### src/rtl/tff_bank_sequencer_if.sv
// tff_bank_sequencer_if
//   Control/status bundle for the T-FF bank sequencer.
//   master : the controlling block (drives start/pause/stop/up_dn/limit,
//            observes t_vec/count/busy/done)
//   slave  : the sequencer itself
//   Signals:
//     start  - begin a run (honoured only while idle)
//     pause  - level, holds the count while running
//     stop   - abort the run, count frozen
//     up_dn  - 1 = count up to limit, 0 = count down from limit
//     limit  - terminal value (up) / start value (down)
//     t_vec  - toggle vector applied to the bank this cycle
//     count  - bank state
//     busy   - run in progress
//     done   - one-cycle pulse on terminal count
interface tff_bank_sequencer_if #(
  parameter int WIDTH = 8
);

  logic             start;
  logic             pause;
  logic             stop;
  logic             up_dn;
  logic [WIDTH-1:0] limit;
  logic [WIDTH-1:0] t_vec;
  logic [WIDTH-1:0] count;
  logic             busy;
  logic             done;

  modport master (
    output start, pause, stop, up_dn, limit,
    input  t_vec, count, busy, done
  );

  modport slave (
    input  start, pause, stop, up_dn, limit,
    output t_vec, count, busy, done
  );

endinterface

### src/rtl/tff_bank_sequencer.sv
// tff_bank_sequencer
//   Sequences a WIDTH-bit bank of toggle flip-flops (q <= q ^ t_vec) as a
//   start/pause/stop up/down counter. A run counts from 0 up to limit, or
//   from limit down to 0, then pulses done for one cycle.
//   Ports:
//     clk   - rising-edge clock
//     reset - synchronous, active-low reset
//     bus   - tff_bank_sequencer_if.slave (start/pause/stop/up_dn/limit in,
//             t_vec/count/busy/done out)
//   Parameters:
//     WIDTH - number of T flip-flops in the bank (2..16)
//   Build option:
//     TFF_AUTO_RELOAD_EN - when defined, the DONE state reloads the bank and
//     starts the next period automatically instead of returning to idle.
module tff_bank_sequencer #(
  parameter int WIDTH = 8
) (
  input logic                 clk,
  input logic                 reset,
  tff_bank_sequencer_if.slave bus
);

  typedef enum logic [1:0] {
    IDLE,
    RUN,
    HOLD,
    DONE
  } state_t;

  state_t           state;
  state_t           state_nxt;
  logic [WIDTH-1:0] count;
  logic [WIDTH-1:0] count_nxt;
  logic [WIDTH-1:0] lim_r;
  logic [WIDTH-1:0] lim_nxt;
  logic             dir_r;
  logic             dir_nxt;
  logic [WIDTH-1:0] t_vec;
  logic [WIDTH-1:0] up_t;
  logic [WIDTH-1:0] dn_t;
  logic             terminal;
  logic             toggle_en;

  // A bit toggles when every lower bit is 1 (counting up) or every lower
  // bit is 0 (counting down); bit 0 always toggles.
  assign up_t[0] = 1'b1;
  assign dn_t[0] = 1'b1;

  for (genvar i = 1; i < WIDTH; i++) begin : g_toggle
    assign up_t[i] = &count[i-1:0];
    assign dn_t[i] = &(~count[i-1:0]);
  end

  // The run ends when the bank sits on the far end of its range, so the
  // natural mod-2^WIDTH wrap of the toggle rule is never exercised.
  assign terminal = dir_r ? (count == lim_r) : (count == '0);

  // Toggling is enabled only in a RUN cycle that is not stopped, not at the
  // terminal value and not paused.
  always_comb begin
    toggle_en = 1'b0;
    if (state == RUN && !bus.stop && !terminal && !bus.pause) begin
      toggle_en = 1'b1;
    end
  end

  assign t_vec = toggle_en ? (dir_r ? up_t : dn_t) : '0;

  // Next-state logic. The bank is a plain T-FF update by default; a start
  // (and, with auto-reload, the end of a period) overrides it with a load.
  always_comb begin
    state_nxt = state;
    count_nxt = count ^ t_vec;
    lim_nxt   = lim_r;
    dir_nxt   = dir_r;
    case (state)
      IDLE: begin
        if (bus.start) begin
          lim_nxt   = bus.limit;
          dir_nxt   = bus.up_dn;
          count_nxt = bus.up_dn ? '0 : bus.limit;
          state_nxt = RUN;
        end
      end
      RUN: begin
        if (bus.stop) begin
          state_nxt = IDLE;
        end else if (terminal) begin
          state_nxt = DONE;
        end else if (bus.pause) begin
          state_nxt = HOLD;
        end
      end
      HOLD: begin
        if (bus.stop) begin
          state_nxt = IDLE;
        end else if (!bus.pause) begin
          state_nxt = RUN;
        end
      end
      DONE: begin
`ifdef TFF_AUTO_RELOAD_EN
        if (bus.stop) begin
          state_nxt = IDLE;
        end else begin
          count_nxt = dir_r ? '0 : lim_r;
          state_nxt = RUN;
        end
`else
        state_nxt = IDLE;
`endif
      end
      default: begin
        state_nxt = IDLE;
      end
    endcase
  end

  // State register and the T-FF bank; reset wins over everything.
  always_ff @(posedge clk) begin
    if (!reset) begin
      state <= IDLE;
      count <= '0;
      lim_r <= '0;
      dir_r <= 1'b1;
    end else begin
      state <= state_nxt;
      count <= count_nxt;
      lim_r <= lim_nxt;
      dir_r <= dir_nxt;
    end
  end

  // Status is decoded straight from the state register so done cannot glitch.
  assign bus.t_vec = t_vec;
  assign bus.count = count;
  assign bus.done  = (state == DONE);
`ifdef TFF_AUTO_RELOAD_EN
  assign bus.busy  = (state == RUN) || (state == HOLD) || (state == DONE);
`else
  assign bus.busy  = (state == RUN) || (state == HOLD);
`endif

endmodule

### src/flat_wrapper.sv
// flat-port wrapper written by rule: the top's interface ports become plain ports
module tff_bank_sequencer_flat 
#(
  parameter int WIDTH = 8
)
  (clk, reset, bus_start, bus_pause, bus_stop, bus_up_dn, bus_limit, bus_t_vec, bus_count, bus_busy, bus_done);
  tff_bank_sequencer_if #(.WIDTH(WIDTH)) bus_i ();
  input logic clk;
  input logic reset;
  input wire logic [$bits(bus_i.start)-1:0] bus_start;
  input wire logic [$bits(bus_i.pause)-1:0] bus_pause;
  input wire logic [$bits(bus_i.stop)-1:0] bus_stop;
  input wire logic [$bits(bus_i.up_dn)-1:0] bus_up_dn;
  input wire logic [$bits(bus_i.limit)-1:0] bus_limit;
  output wire logic [$bits(bus_i.t_vec)-1:0] bus_t_vec;
  output wire logic [$bits(bus_i.count)-1:0] bus_count;
  output wire logic [$bits(bus_i.busy)-1:0] bus_busy;
  output wire logic [$bits(bus_i.done)-1:0] bus_done;
  assign bus_i.start = bus_start;
  assign bus_i.pause = bus_pause;
  assign bus_i.stop = bus_stop;
  assign bus_i.up_dn = bus_up_dn;
  assign bus_i.limit = bus_limit;
  assign bus_t_vec = bus_i.t_vec;
  assign bus_count = bus_i.count;
  assign bus_busy = bus_i.busy;
  assign bus_done = bus_i.done;
  tff_bank_sequencer #(.WIDTH(WIDTH)) u_core (.clk(clk), .reset(reset), .bus(bus_i));
endmodule
### config.mk
export PLATFORM = sky130hd
export DESIGN_NAME = tff_bank_sequencer_flat
export DESIGN_NICKNAME = d
export VERILOG_FILES = /design/src/rtl/tff_bank_sequencer_if.sv /design/src/rtl/tff_bank_sequencer.sv /design/src/flat_wrapper.sv
export SDC_FILE = /design/constraint.sdc
export NUM_CORES = 1
export LEC_CHECK = 0
export CORE_ASPECT_RATIO = 0.75
export CORE_MARGIN = 10
export CORE_UTILIZATION = 50
export CTS_BUF_LIST = sky130_fd_sc_hd__clkbuf_4
export CTS_CLUSTER_DIAMETER = 120
export DETAILED_ROUTE_END_ITERATION = 8
export GPL_TIMING_DRIVEN = 1
export MAX_ROUTING_LAYER = met4
export PLACE_DENSITY = 0.91
export SETUP_SLACK_MARGIN = 0.5
export SYNTH_ARGS = -nofsm -noshare
export SYNTH_HDL_FRONTEND = slang
export SYNTH_SLANG_ARGS = --single-unit
### constraint.sdc
create_clock -name clk -period 5 [get_ports clk]
set_clock_uncertainty 0.05 [all_clocks]
set_input_delay 0.5 -clock clk [delete_from_list [all_inputs] [get_ports clk]]
set_output_delay 0.5 -clock clk [all_outputs]
set_load 0.01 [all_outputs]
-- Word-level counts from Yosys, hierarchy flattened
Cells that the tools add are included.
- register bits: 19
- bits in latches: 0
- memory bits (writable): 0
- ROM bits: 0
- input bits: 14
- logic and storage cells: 56
- memories kept: 0
- add/sub/neg operators: 0
- multipliers: 0
- div/mod/pow operators: 0
- $lt $le $gt $ge: 0
- equality and inequality tests: 7
- shift operators: 0
- muxes and demuxes: 14
- bitwise logic cells: 8
- reductions and logical operators: 23
- operators by type and width (operator ; count):
    $mux 8 ; 5
    $reduce_and 7->1 ; 2
    $mux 2 ; 6
    $reduce_and 6->1 ; 2
    $reduce_and 5->1 ; 2
    $reduce_and 3->1 ; 3
    $eq 8x8->1 ; 1
    $logic_not 8->1 ; 1
    $pmux 2 s4 ; 1
    $reduce_and 4->1 ; 2
    $xor 8x8->8 ; 1
    $not 7->7 ; 1
    $not 6->6 ; 1
    $reduce_and 2->1 ; 3
    $not 5->5 ; 1
    $eq 2x2->1 const B ; 2
    $ne 4x3->1 const B ; 1
    $not 4->4 ; 1
    $logic_and 1x1->1 ; 3
    $logic_not 1->1 ; 3
    $ne 3x3->1 const B ; 1
    $not 3->3 ; 1
    $eq 2x1->1 const B ; 1
    $logic_not 2->1 ; 1
    5 further kinds ; 6

-- Depth between registers and ports, before layout
Gate-level depths: netlist of the first run.
- word-level depth: 10
- gate-level depth with buffers: 8
- mapped depth without buffers: 7

-- Least setup slack after synthesis of the first run
No wires, ideal clock.
- path type: register -> output
- from: register u_core.count[1], in the netlist u_core.bus.count[1]
- to: output bus_t_vec[0]
- data arrival time: 1582 ps
- required time: 4450 ps
- path slack: 2868 ps
- stages on the path, launching flop included: 8
- cell sequence: dfxtp_1 > xnor2_1 > nand3_1 > o31ai_2 > or2_1 > buf_2 > inv_2 > buf_4
- word-level cells in the longest chain between the ends: 7
- ends and longest elaborated chain (element ; line ; source):
    from (decl) ; tff_bank_sequencer.sv:32 ; logic [WIDTH-1:0] count;
    from (signal assigned) ; tff_bank_sequencer.sv:128 ; count <= count_nxt;
    $eq 8x8->1 / $logic_not 8->1 (equally long branches) ; tff_bank_sequencer.sv:56 ; assign terminal = dir_r ? (count == lim_r) : (count == '0);
    $mux 1 (*) ; tff_bank_sequencer.sv:56 ;
    $logic_not 1->1 (*) ; tff_bank_sequencer.sv:62 ; if (state == RUN && !bus.stop && !terminal && !bus.pause) begin
    $logic_and 1x1->1 (*) (2 in a row) ; tff_bank_sequencer.sv:62 ;
    $mux 1 (*) ; tff_bank_sequencer.sv:62 ;
    via u_core.toggle_en ; tff_bank_sequencer.sv:42 ; logic toggle_en;
    $mux 8 (*) ; tff_bank_sequencer.sv:67 ; assign t_vec = toggle_en ? (dir_r ? up_t : dn_t) : '0;
    to (decl) ; flat_wrapper.sv:15 ; output wire logic [$bits(bus_i.t_vec)-1:0] bus_t_vec;
Mark *: on every way through the listed nets, which the timed path passes. The rest lies on a longest branch.

-- Final worst setup path of the first run
- from: register u_core.count[0], in the netlist u_core.bus.count[0]
- to: output bus_t_vec[1]
- word-level cells in the longest chain between the ends: 7
- ends and longest elaborated chain (element ; line):
    $eq 8x8->1 / $logic_not 8->1 (equally long branches) ; tff_bank_sequencer.sv:56
    $mux 1 ; tff_bank_sequencer.sv:56
    $logic_not 1->1 ; tff_bank_sequencer.sv:62
    $logic_and 1x1->1 (2 in a row) ; tff_bank_sequencer.sv:62
    $mux 1 ; tff_bank_sequencer.sv:62
    $mux 8 (*) ; tff_bank_sequencer.sv:67
Every way passes the cells marked *; elsewhere a longest branch is shown, timed or not.

==> flow_summary.ini, run 1 <==
[floorplanning]
dieArea_um2 = 4980
design.core.area_um2 = 2360
standard_cell_row_count = 15
pin_count = 32
die_w_um = 78.3
die_height_um = 63.7
start_util_pct = 53.8

[finish]
area_used_by_multi_input_combinational_logic_um2 = 818
area_growth_syn_to_layout_pct = 25.8
layout.filler_cells = 211
diodes = 0
finish.utilization_pct = 67.7
final-seq-area_um2 = 380
design_area_um2 = 1600
fin_nets = 207
drive_gt1_share_pct = 6.42

[timing]
min_period_ns = 3.48
maxClockFrequency_mhz = 287
setup_viol = 0
timing.final.crit_share_pct = 69.6
hold_viol_final = 0
rsz0062_at_grt = no
timing.setup.tns_ns = 0
slew-limit-headroom_pct = 34.1
report.final.slew_viol_count = 0
tightest_slew_ns = 0.982

[global_routing]
globalRouteTotalUtil_pct = 13.2
first_global_vias = 1153
maximum_number_of_pins_on_one_net_before_global_route_repair = 26
global_route_wire_length_before_repair_um = 5420
globalRoute.totalOverflow = 0
grt_antenna_before_repair = 0

[route]
detail_route.first_pass.iterations = 5
iter_0_drt_violations = 111
ant_nets = 0
per_cell_routed_wire_length_um = 15.0
routed_via_density = 5.61
via_count = 1239
drc = 0
drt-total-wl_um = 3320

[logic_synthesis]
syn_avg_cell_area_um2 = 7.81
synth_top_cell_area_share_pct = 29.9
synth.most_common_cell = nand2_1
synth-seq-cells = 19
synthesis.nets = 182
synthTopCellsByCount = 22 x nand2_1, 19 x dfxtp_1, 15 x nor2_1
synth-edff-count = 0
synth_top_area_cell = dfxtp_1
synthesis.yosys.warnings = 0
synth-async-reset-ratio_pct = 0
syn_area_um2 = 1270
ys_dominant_reg_cell = dfxtp_1
ys_types = 36
syn-instance-count = 163
synth.area.top_cells = dfxtp_1 30%, nand2_1 6.5%, xnor2_1 5.5%, ha_1 4.9%, a21boi_1 4.7%
synth-seq-area-share_pct = 29.9

[outcome]
outcome = finished, final reports clean

[placed_design]
place_hpwl_um = 2670
placed_instance_area_um2 = 1570
io_buffer_count = 31
gp_congestion = 0.885

[clock_network]
cts_max_path_buffers = 2
tritoncts = done
post_cts_resize_count = 0
numCtsBuffers = 3
count_of_hold_buffers_inserted_by_post_cts_repair = 0
cts_sinks = 19
clock_root_buffer = clkbuf_4
cts_setup_buffers = 0
clock_insertion_delay_worst_skew_ns = 0.29
cts.reportedPaths.clkPinSlew_ns = 0.11
htreeDepth = 1

[pwr]
power_per_cell_area_nw_per_um2 = 310
max-vdd-ir-drop_mv = 0.192
leakage_nw = 0.540

[setup_path]
end_kind = primary output
worst-endpoint-arrival_ns = 2.93
critPathRequiredTime_ns = 4.45
crit_fanout = 17
startpoint_type = register
worstSetupPathType = reg2out

[worst_hold_path]
holdCritPathClass = reg2reg

[flow_run]
drv_cap = 0
cells by family after synthesis:
group / after synthesis / synth area share (%)
AND/OR/NAND/NOR: 72 / 30.1
AO/OA/AOI/OAI: 40 / 21.5
flip-flops: 19 / 29.9
buffers and inverters: 16 / 5.80
XOR/XNOR: 9 / 6.20
adder cells (fa/ha/maj): 5 / 4.92
multiplexers: 2 / 1.57
placed cells by master (no fill, tap or decap):
| cell type | Yosys | final |
|---|---|---|
| nor2b_1 | 9 | 9 |
| a22oi_2 | 2 | 2 |
| a21boi_1 | 8 | 8 |
| or4_1 | 7 | 7 |
| dfxtp_1 | 19 | 19 |
| o21ai_1 | 2 | 2 |
| clkdlybuf4s50_1 | 0 | 31 |
| and4_1 | 1 | 1 |
| or3_1 | 1 | 1 |
| nand4_1 | 1 | 1 |
| xor2_1 | 1 | 1 |
| and2_2 | 1 | 1 |
| xnor2_1 | 8 | 8 |
| a31oi_1 | 9 | 9 |
| nand4b_1 | 1 | 1 |
| o211ai_1 | 1 | 1 |
| ha_1 | 5 | 5 |
| o31ai_1 | 7 | 7 |
| and3_4 | 1 | 1 |
| and3_1 | 1 | 1 |
| a21oi_1 | 1 | 1 |
| or2_1 | 1 | 1 |
| clkbuf_4 | 0 | 4 |
| nor4_4 | 1 | 1 |
| mux2i_1 | 2 | 2 |
| inv_2 | 2 | 2 |
| inv_1 | 3 | 3 |
| nor3_1 | 3 | 3 |
| o21ai_0 | 9 | 9 |
| o31ai_2 | 1 | 1 |
| nand3_1 | 5 | 5 |
| nand2_1 | 22 | 22 |
| nor2_1 | 15 | 15 |
| and2_1 | 2 | 2 |
sequential cells by signal (all words and copies together), names as in the netlist:
signal and cells:
u_core.lim_r 8, u_core.bus.count 8, u_core.dir_r 1, u_core.state 2
layout make-up:
class | instances | area share (%)
Sequential cell | 19 | 23.8
Clock buffer | 4 | 1.88
Multi-Input combinational cell | 128 | 51.1
Inverter | 5 | 1.17
Tap cell | 34 | 2.66
Timing Repair Buffer | 31 | 19.4
routing by layer:
layer | GRT usage, % | routed length [µm] | vias to the layer above | share of wire [%]
li1 | - | - | 626 | -
met3 | 5.24 | 293 | 6 | 8.8
met4 | 3.57 | 59 | 0 | 1.8
met2 | 18.8 | 1470 | 51 | 44
met1 | 16.8 | 1500 | 556 | 45
met5 | - | 0 | - | 0
final timing paths:
path,startpoint,end,slack [ns],cells past startpoint
min,u_core.lim_r[6]$_SDFFE_PN0P_,u_core.lim_r[6]$_SDFFE_PN0P_,0.42,2
max,u_core.bus.count[0]$_SDFF_PN0_,bus_t_vec[1],1.52,6
max reg2reg,u_core.bus.count[0]$_SDFF_PN0_,u_core.state[0]$_SDFFE_PN0P_,2.67,5
min reg2reg,u_core.lim_r[6]$_SDFFE_PN0P_,u_core.lim_r[6]$_SDFFE_PN0P_,0.42,2
worst max-delay path, stage by stage (launching register included):
cell             delay, ns
dfxtp_1               0.56
xnor2_1               0.18
nand4_1               0.16
o31ai_2               0.85
or2_1                 0.33
nor2_1                0.08
clkdlybuf4s50_1       0.49
through the flow:
step | worst slack [ns] | total power, mW | hold WS, ns | instances
floorplan | 2.87 | 0.347 | 0.398 | 163
global placement | 1.94 | 0.405 | 0.405 | 217
detailed placement | 1.83 | 0.417 | 0.411 | 217
CTS | 1.52 | 0.499 | 0.426 | 221
global route | 1.30 | 0.533 | 0.458 | 221
finish | 1.52 | 0.496 | 0.425 | 221
report_power, final:
part	switching (mW)	internal [mW]	leakage, nW	total [mW]
combinational	0.112	0.0928	0.365	0.205
clock	0.0456	0.0365	0.0184	0.0820
sequential	0.0354	0.174	0.157	0.209
total	0.193	0.303	0.540	0.496
Note: power is estimated with default switching activity, not from simulation.
==> run 2: changes to the inputs <==
==> constraint.sdc (replaced) <==
create_clock -name clk -period 3.5 [get_ports clk]
set_clock_uncertainty 0.05 [all_clocks]
set_input_delay 0.35 -clock clk [delete_from_list [all_inputs] [get_ports clk]]
set_output_delay 0.35 -clock clk [all_outputs]
set_load 0.01 [all_outputs]
==> run 2 against run 1 <==
Sequential cell count unchanged. Largest cell class unchanged. Combinational power grew 46%. Critical path type unchanged. Setup slack got worse by 0.77 ns. Worst hold slack is essentially flat. Global-route usage down 0.27 points. Register-to-register slack lost 1.0 ns. First-iteration DRC count grew 100%. Routed wire length fell by 0.66%.
==> flow_summary.ini, run 2 (same netlist as run 1, synthesis figures left out) <==
[setup_path]
worstSetupPathType = reg2out
number_of_buffer_and_inverter_stages_on_the_critical_path = 3
max_stage_delay_ns = 0.55
critPathRequiredTime_ns = 3.10
startpoint_type = register
end_kind = primary output
crit_family = buffers and inverters
crit_chain = inv_1 > ha_1 > nand3_1 > buf_4 > or2_1 > nor2_1 > clkdlybuf4s50_1
worst-endpoint-arrival_ns = 2.35
standard_cell_with_the_maximum_stage_delay_on_the_critical_path = clkdlybuf4s50_1
crit_fanout = 19

[placed_design]
place_hpwl_um = 2620
gp_congestion = 0.864
io_buffer_count = 31

[finish]
fin_nets = 209
layout.filler_cells = 203
drive_gt1_share_pct = 7.41
final_common_cell = clkdlybuf4s50_1
layout_common_cells = 31 x clkdlybuf4s50_1, 22 x nand2_1, 19 x dfxtp_1
diodes = 0
area_growth_syn_to_layout_pct = 26.9
registers_with_the_most_flip_flops = u_core.bus.count x8, u_core.lim_r x8, u_core.state x2

[clock_network]
cts_setup_buffers = 0
cts_max_path_buffers = 2
htreeDepth = 1
cts_sinks = 19
numCtsBuffers = 3
cts.reportedPaths.clkPinSlew_ns = 0.10
post_cts_resize_count = 0
count_of_hold_buffers_inserted_by_post_cts_repair = 0
clock_root_buffer = clkbuf_4
clock_insertion_delay_worst_skew_ns = 0.30
tritoncts = done

[route]
drc = 0
routed_via_density = 5.65
drt-total-wl_um = 3300
detail_route.first_pass.iterations = 4
via_count = 1261
per_cell_routed_wire_length_um = 14.8
ant_nets = 0
iter_0_drt_violations = 223

[global_routing]
global_route_wire_length_before_repair_um = 5220
grt_antenna_before_repair = 0
globalRoute.totalOverflow = 0
maximum_number_of_pins_on_one_net_before_global_route_repair = 26
first_global_vias = 1096
globalRouteTotalUtil_pct = 13.0

[floorplanning]
standard_cell_row_count = 15
start_util_pct = 53.8
die_height_um = 63.7
dieArea_um2 = 4980
pin_count = 32
die_w_um = 78.3
design.core.area_um2 = 2360

[flow_run]
drv_cap = 0

[pwr]
leakage_nw = 0.550
max-vdd-ir-drop_mv = 0.245
power_mw = 0.719
power_per_cell_area_nw_per_um2 = 445

[timing]
min_period_ns = 2.75
slew-limit-headroom_pct = 52.0
setup_viol = 0
maxClockFrequency_mhz = 363
timing.setup.tns_ns = 0
fin_worst_hold_slack_ns = 0.425
timing.final.crit_share_pct = 78.6
tightest_slew_ns = 0.719
hold_viol_final = 0
report.final.slew_viol_count = 0
rsz0062_at_grt = no

[outcome]
outcome = finished, final reports clean

[worst_hold_path]
holdCritPathClass = reg2reg
-- run 2: per-layer routing --
layer | part of all wire, % | vias to the layer above | GRT usage [%]
li1 | - | 626 | -
met1 | 45 | 571 | 16.4
met2 | 44 | 60 | 18.0
met3 | 11 | 4 | 5.81
met4 | 0.61 | 0 | 3.35
met5 | 0 | - | -
-- run 2: path summary, 6_finish.rpt --
path,from,cells after the start,slack (ns),end
worst min register to register,u_core.lim_r[6]$_SDFFE_PN0P_,2,0.42,u_core.lim_r[6]$_SDFFE_PN0P_
worst max register to register,u_core.bus.count[0]$_SDFF_PN0_,6,1.63,u_core.state[0]$_SDFFE_PN0P_
worst max-delay path,u_core.state[1]$_SDFFE_PN0P_,7,0.75,bus_t_vec[4]
worst min-delay path,u_core.lim_r[6]$_SDFFE_PN0P_,2,0.42,u_core.lim_r[6]$_SDFFE_PN0P_
-- run 2: report_power, final --
part	total (mW)	switching [mW]	internal, mW
clock network	0.118	0.0660	0.0523
registers	0.300	0.0520	0.248
logic	0.300	0.162	0.139
total	0.719	0.280	0.439
-- run 2: worst register-to-register path: cells and delay by family (launching register included) --
family	cells	cell delay [ns]
AOI/OAI and AO/OA	3	0.62
DFF	1	0.56
buffers and inverters	1	0.24
xor gates and xnor gates	1	0.17
and+or+nand+nor	1	0.16
-- run 2: area by class of cell --
class	count	area (µm²)	share of cell area (%)
Clock buffer	4	30.0	1.86
Inverter	5	18.8	1.16
Multi-Input combinational cell	128	818	50.7
Sequential cell	19	380	23.5
Tap cell	34	42.5	2.63
Timing Repair Buffer	33	325	20.1
-- run 2: stage by stage --
step | cells | area, µm² | util [%] | worst slack [ns]
CTS | 223 | 1620 | 68.3 | 0.763
finish | 223 | 1620 | 68.3 | 0.748
floorplan | 163 | 1270 | - | 1.52
detailed placement | 219 | 1590 | 67.0 | 0.958
global placement | 219 | 1590 | 67.0 | 1.00
global route | 223 | 1620 | 68.3 | 0.614
==> run 3: changes to the inputs <==
--- a/config.mk
+++ b/config.mk
@@ -7,13 +7,13 @@
 export LEC_CHECK = 0
 export CORE_ASPECT_RATIO = 0.75
 export CORE_MARGIN = 10
-export CORE_UTILIZATION = 50
+export CORE_UTILIZATION = 46
 export CTS_BUF_LIST = sky130_fd_sc_hd__clkbuf_4
 export CTS_CLUSTER_DIAMETER = 120
 export DETAILED_ROUTE_END_ITERATION = 8
 export GPL_TIMING_DRIVEN = 1
 export MAX_ROUTING_LAYER = met4
-export PLACE_DENSITY = 0.91
+export PLACE_DENSITY = 0.89
 export SETUP_SLACK_MARGIN = 0.5
 export SYNTH_ARGS = -nofsm -noshare
 export SYNTH_HDL_FRONTEND = slang
==> constraint.sdc (replaced) <==
create_clock -name clk -period 2.4 [get_ports clk]
set_clock_uncertainty 0.05 [all_clocks]
set_input_delay 0.24 -clock clk [delete_from_list [all_inputs] [get_ports clk]]
set_output_delay 0.24 -clock clk [all_outputs]
set_load 0.01 [all_outputs]
==> run 3 against run 2 <==
Core utilization is 3.3 points lower. Worst hold slack better by 0.00077 ns. Count of clock-buffer cells in the layout is 1 lower. First-iteration DRC count is 50% lower. Die area is 6.2% higher. Non-clock buffer count is 6 higher. Routed wire length is 11% higher. Via count is 4.1% higher. Register-to-register slack worse by 1.0 ns. Total power is 54% higher. Sequential cell count stayed put.
==> flow_summary.ini, run 3 (same netlist as run 1, synthesis figures left out) <==
[setup_path]
crit_fanout = 6
worstSetupPathType = reg2out
crit_chain = nor4_4 > nand4b_1 > o31ai_2 > or2_4 > buf_6 > nor2_1 > buf_2
critPathRequiredTime_ns = 2.11
number_of_buffer_and_inverter_stages_on_the_critical_path = 2
crit_family = simple AND/OR/NAND/NOR gates
max_stage_delay_ns = 0.39
standard_cell_with_the_maximum_stage_delay_on_the_critical_path = dfxtp_4
worst-endpoint-arrival_ns = 1.76
end_kind = primary output
startpoint_type = register

[clock_network]
tritoncts = done
clock_root_buffer = clkbuf_4
cts_max_path_buffers = 2
htreeDepth = 1
numCtsBuffers = 3
cts.reportedPaths.clkPinSlew_ns = 0.12
cts_sinks = 19
clock_insertion_delay_worst_skew_ns = 0.32
count_of_hold_buffers_inserted_by_post_cts_repair = 0

[timing]
tightest_slew_ns = 0.586
hold_viol_final = 0
rsz0062_at_grt = yes
slew-limit-headroom_pct = 60.8
min_period_ns = 2.05
report.final.slew_viol_count = 0
maxClockFrequency_mhz = 488
timing.final.crit_share_pct = 85.4
fin_worst_hold_slack_ns = 0.426
timing.setup.tns_ns = 0
setup_viol = 0

[global_routing]
grt_antenna_before_repair = 0
globalRoute.totalOverflow = 0
global_route_wire_length_before_repair_um = 5600
first_global_vias = 1164
globalRouteTotalUtil_pct = 13.4
maximum_number_of_pins_on_one_net_before_global_route_repair = 26

[pwr]
power_per_cell_area_nw_per_um2 = 651
leakage_nw = 0.618
max-vdd-ir-drop_mv = 0.331
power_mw = 1.11

[floorplanning]
dieArea_um2 = 5290
die_w_um = 80.7
start_util_pct = 48.5
pin_count = 32
die_height_um = 65.6
design.core.area_um2 = 2620
standard_cell_row_count = 16

[route]
wl_met2_um = 1600
via_count = 1313
drc = 0
detail_route.first_pass.iterations = 4
iter_0_drt_violations = 111
drt-total-wl_um = 3650
highest_layer = met4
per_cell_routed_wire_length_um = 15.8
ant_nets = 0
detailroute.wirelength.met3_um = 284
routed_via_density = 5.68
route.layer.met1.wl_um = 1720

[finish]
layout.filler_cells = 235
diodes = 0
registers_with_the_most_flip_flops = u_core.bus.count x8, u_core.lim_r x8, u_core.state x2
area_growth_syn_to_layout_pct = 34.0
drive_gt1_share_pct = 25.1
final_common_cell = clkdlybuf4s50_1
layout_common_cells = 22 x clkdlybuf4s50_1, 21 x nand2_1, 15 x nor2_1
fin_nets = 215

[flow_run]
drv_cap = 0

[placed_design]
gp_congestion = 0.874
place_hpwl_um = 2710
io_buffer_count = 31

[worst_hold_path]
holdCritPathClass = in2reg

[outcome]
outcome = finished, final reports clean
## run 3: cell types whose count changed in the layout (fill, tap and decap cells not counted), moves of 2 or more
cell / previous run / this run
buf_2: 0 / 7
buf_4: 2 / 5
buf_6: 0 / 4
clkdlybuf4s50_1: 31 / 22
dfxtp_1: 19 / 7
dfxtp_2: 0 / 6
dfxtp_4: 0 / 6
nand3_1: 5 / 3
nand3_2: 0 / 2
xnor2_1: 8 / 6
xnor2_2: 0 / 2
## run 3: final timing paths
check                                                       to  depth (start not counted)  slack (ns)                            from
worst max register to register  u_core.bus.count[4]$_SDFF_PN0_                          6        0.58  u_core.bus.count[0]$_SDFF_PN0_
worst min-delay path              u_core.lim_r[2]$_SDFFE_PN0P_                          3        0.43                    bus_limit[2]
worst max-delay path                              bus_t_vec[2]                          7        0.35  u_core.bus.count[0]$_SDFF_PN0_
worst min register to register    u_core.lim_r[6]$_SDFFE_PN0P_                          2        0.43    u_core.lim_r[6]$_SDFFE_PN0P_
## run 3: worst min-delay path: stages
cell	delay [ns]
clkdlybuf4s50_1	0.41
nand2_1	0.06
a21boi_1	0.05
## run 3: layout make-up
| class | count | area (µm²) | area share (%) |
|---|---|---|---|
| clock buffers | 3 | 22.5 | 1.32 |
| inverters | 5 | 18.8 | 1.10 |
| well taps | 36 | 45.0 | 2.64 |
| repair buffers | 39 | 347 | 20.3 |
| clock inverters | 1 | 7.51 | 0.440 |
| flip-flops and latches | 19 | 410 | 24.1 |
| multi-input cells | 128 | 855 | 50.1 |
## run 3: power by group
part,switching [mW],internal (mW)
Sequential,0.0745,0.371
Clock,0.116,0.0638
Combinational,0.257,0.228
## run 3: what timing repair did
| action | 4_1_cts | 5_1_grt |
|---|---|---|
| resized for setup | 53 | 12 |
| pin swaps | 5 | 5 |
| setup buffers | 5 | 1 |
| setup endpoints to repair | 9 | 16 |
## run 3: metal layers
metal  track usage, %  vias to the layer above
met5                -                        -
met3             4.08                        6
li1                 -                      639
met1             17.2                      613
met2             20.1                       55
met4             3.23                        0
## run 3: metrics by stage
stage	utilization [%]	setup WS [ns]	std cells	instance area, µm²
finish	65.0	0.350	231	1710
global route	65.0	0.308	231	1710
CTS	63.3	0.338	230	1660
detailed placement	60.5	0.179	221	1590
global placement	60.5	0.262	221	1590
floorplan	-	0.528	163	1270
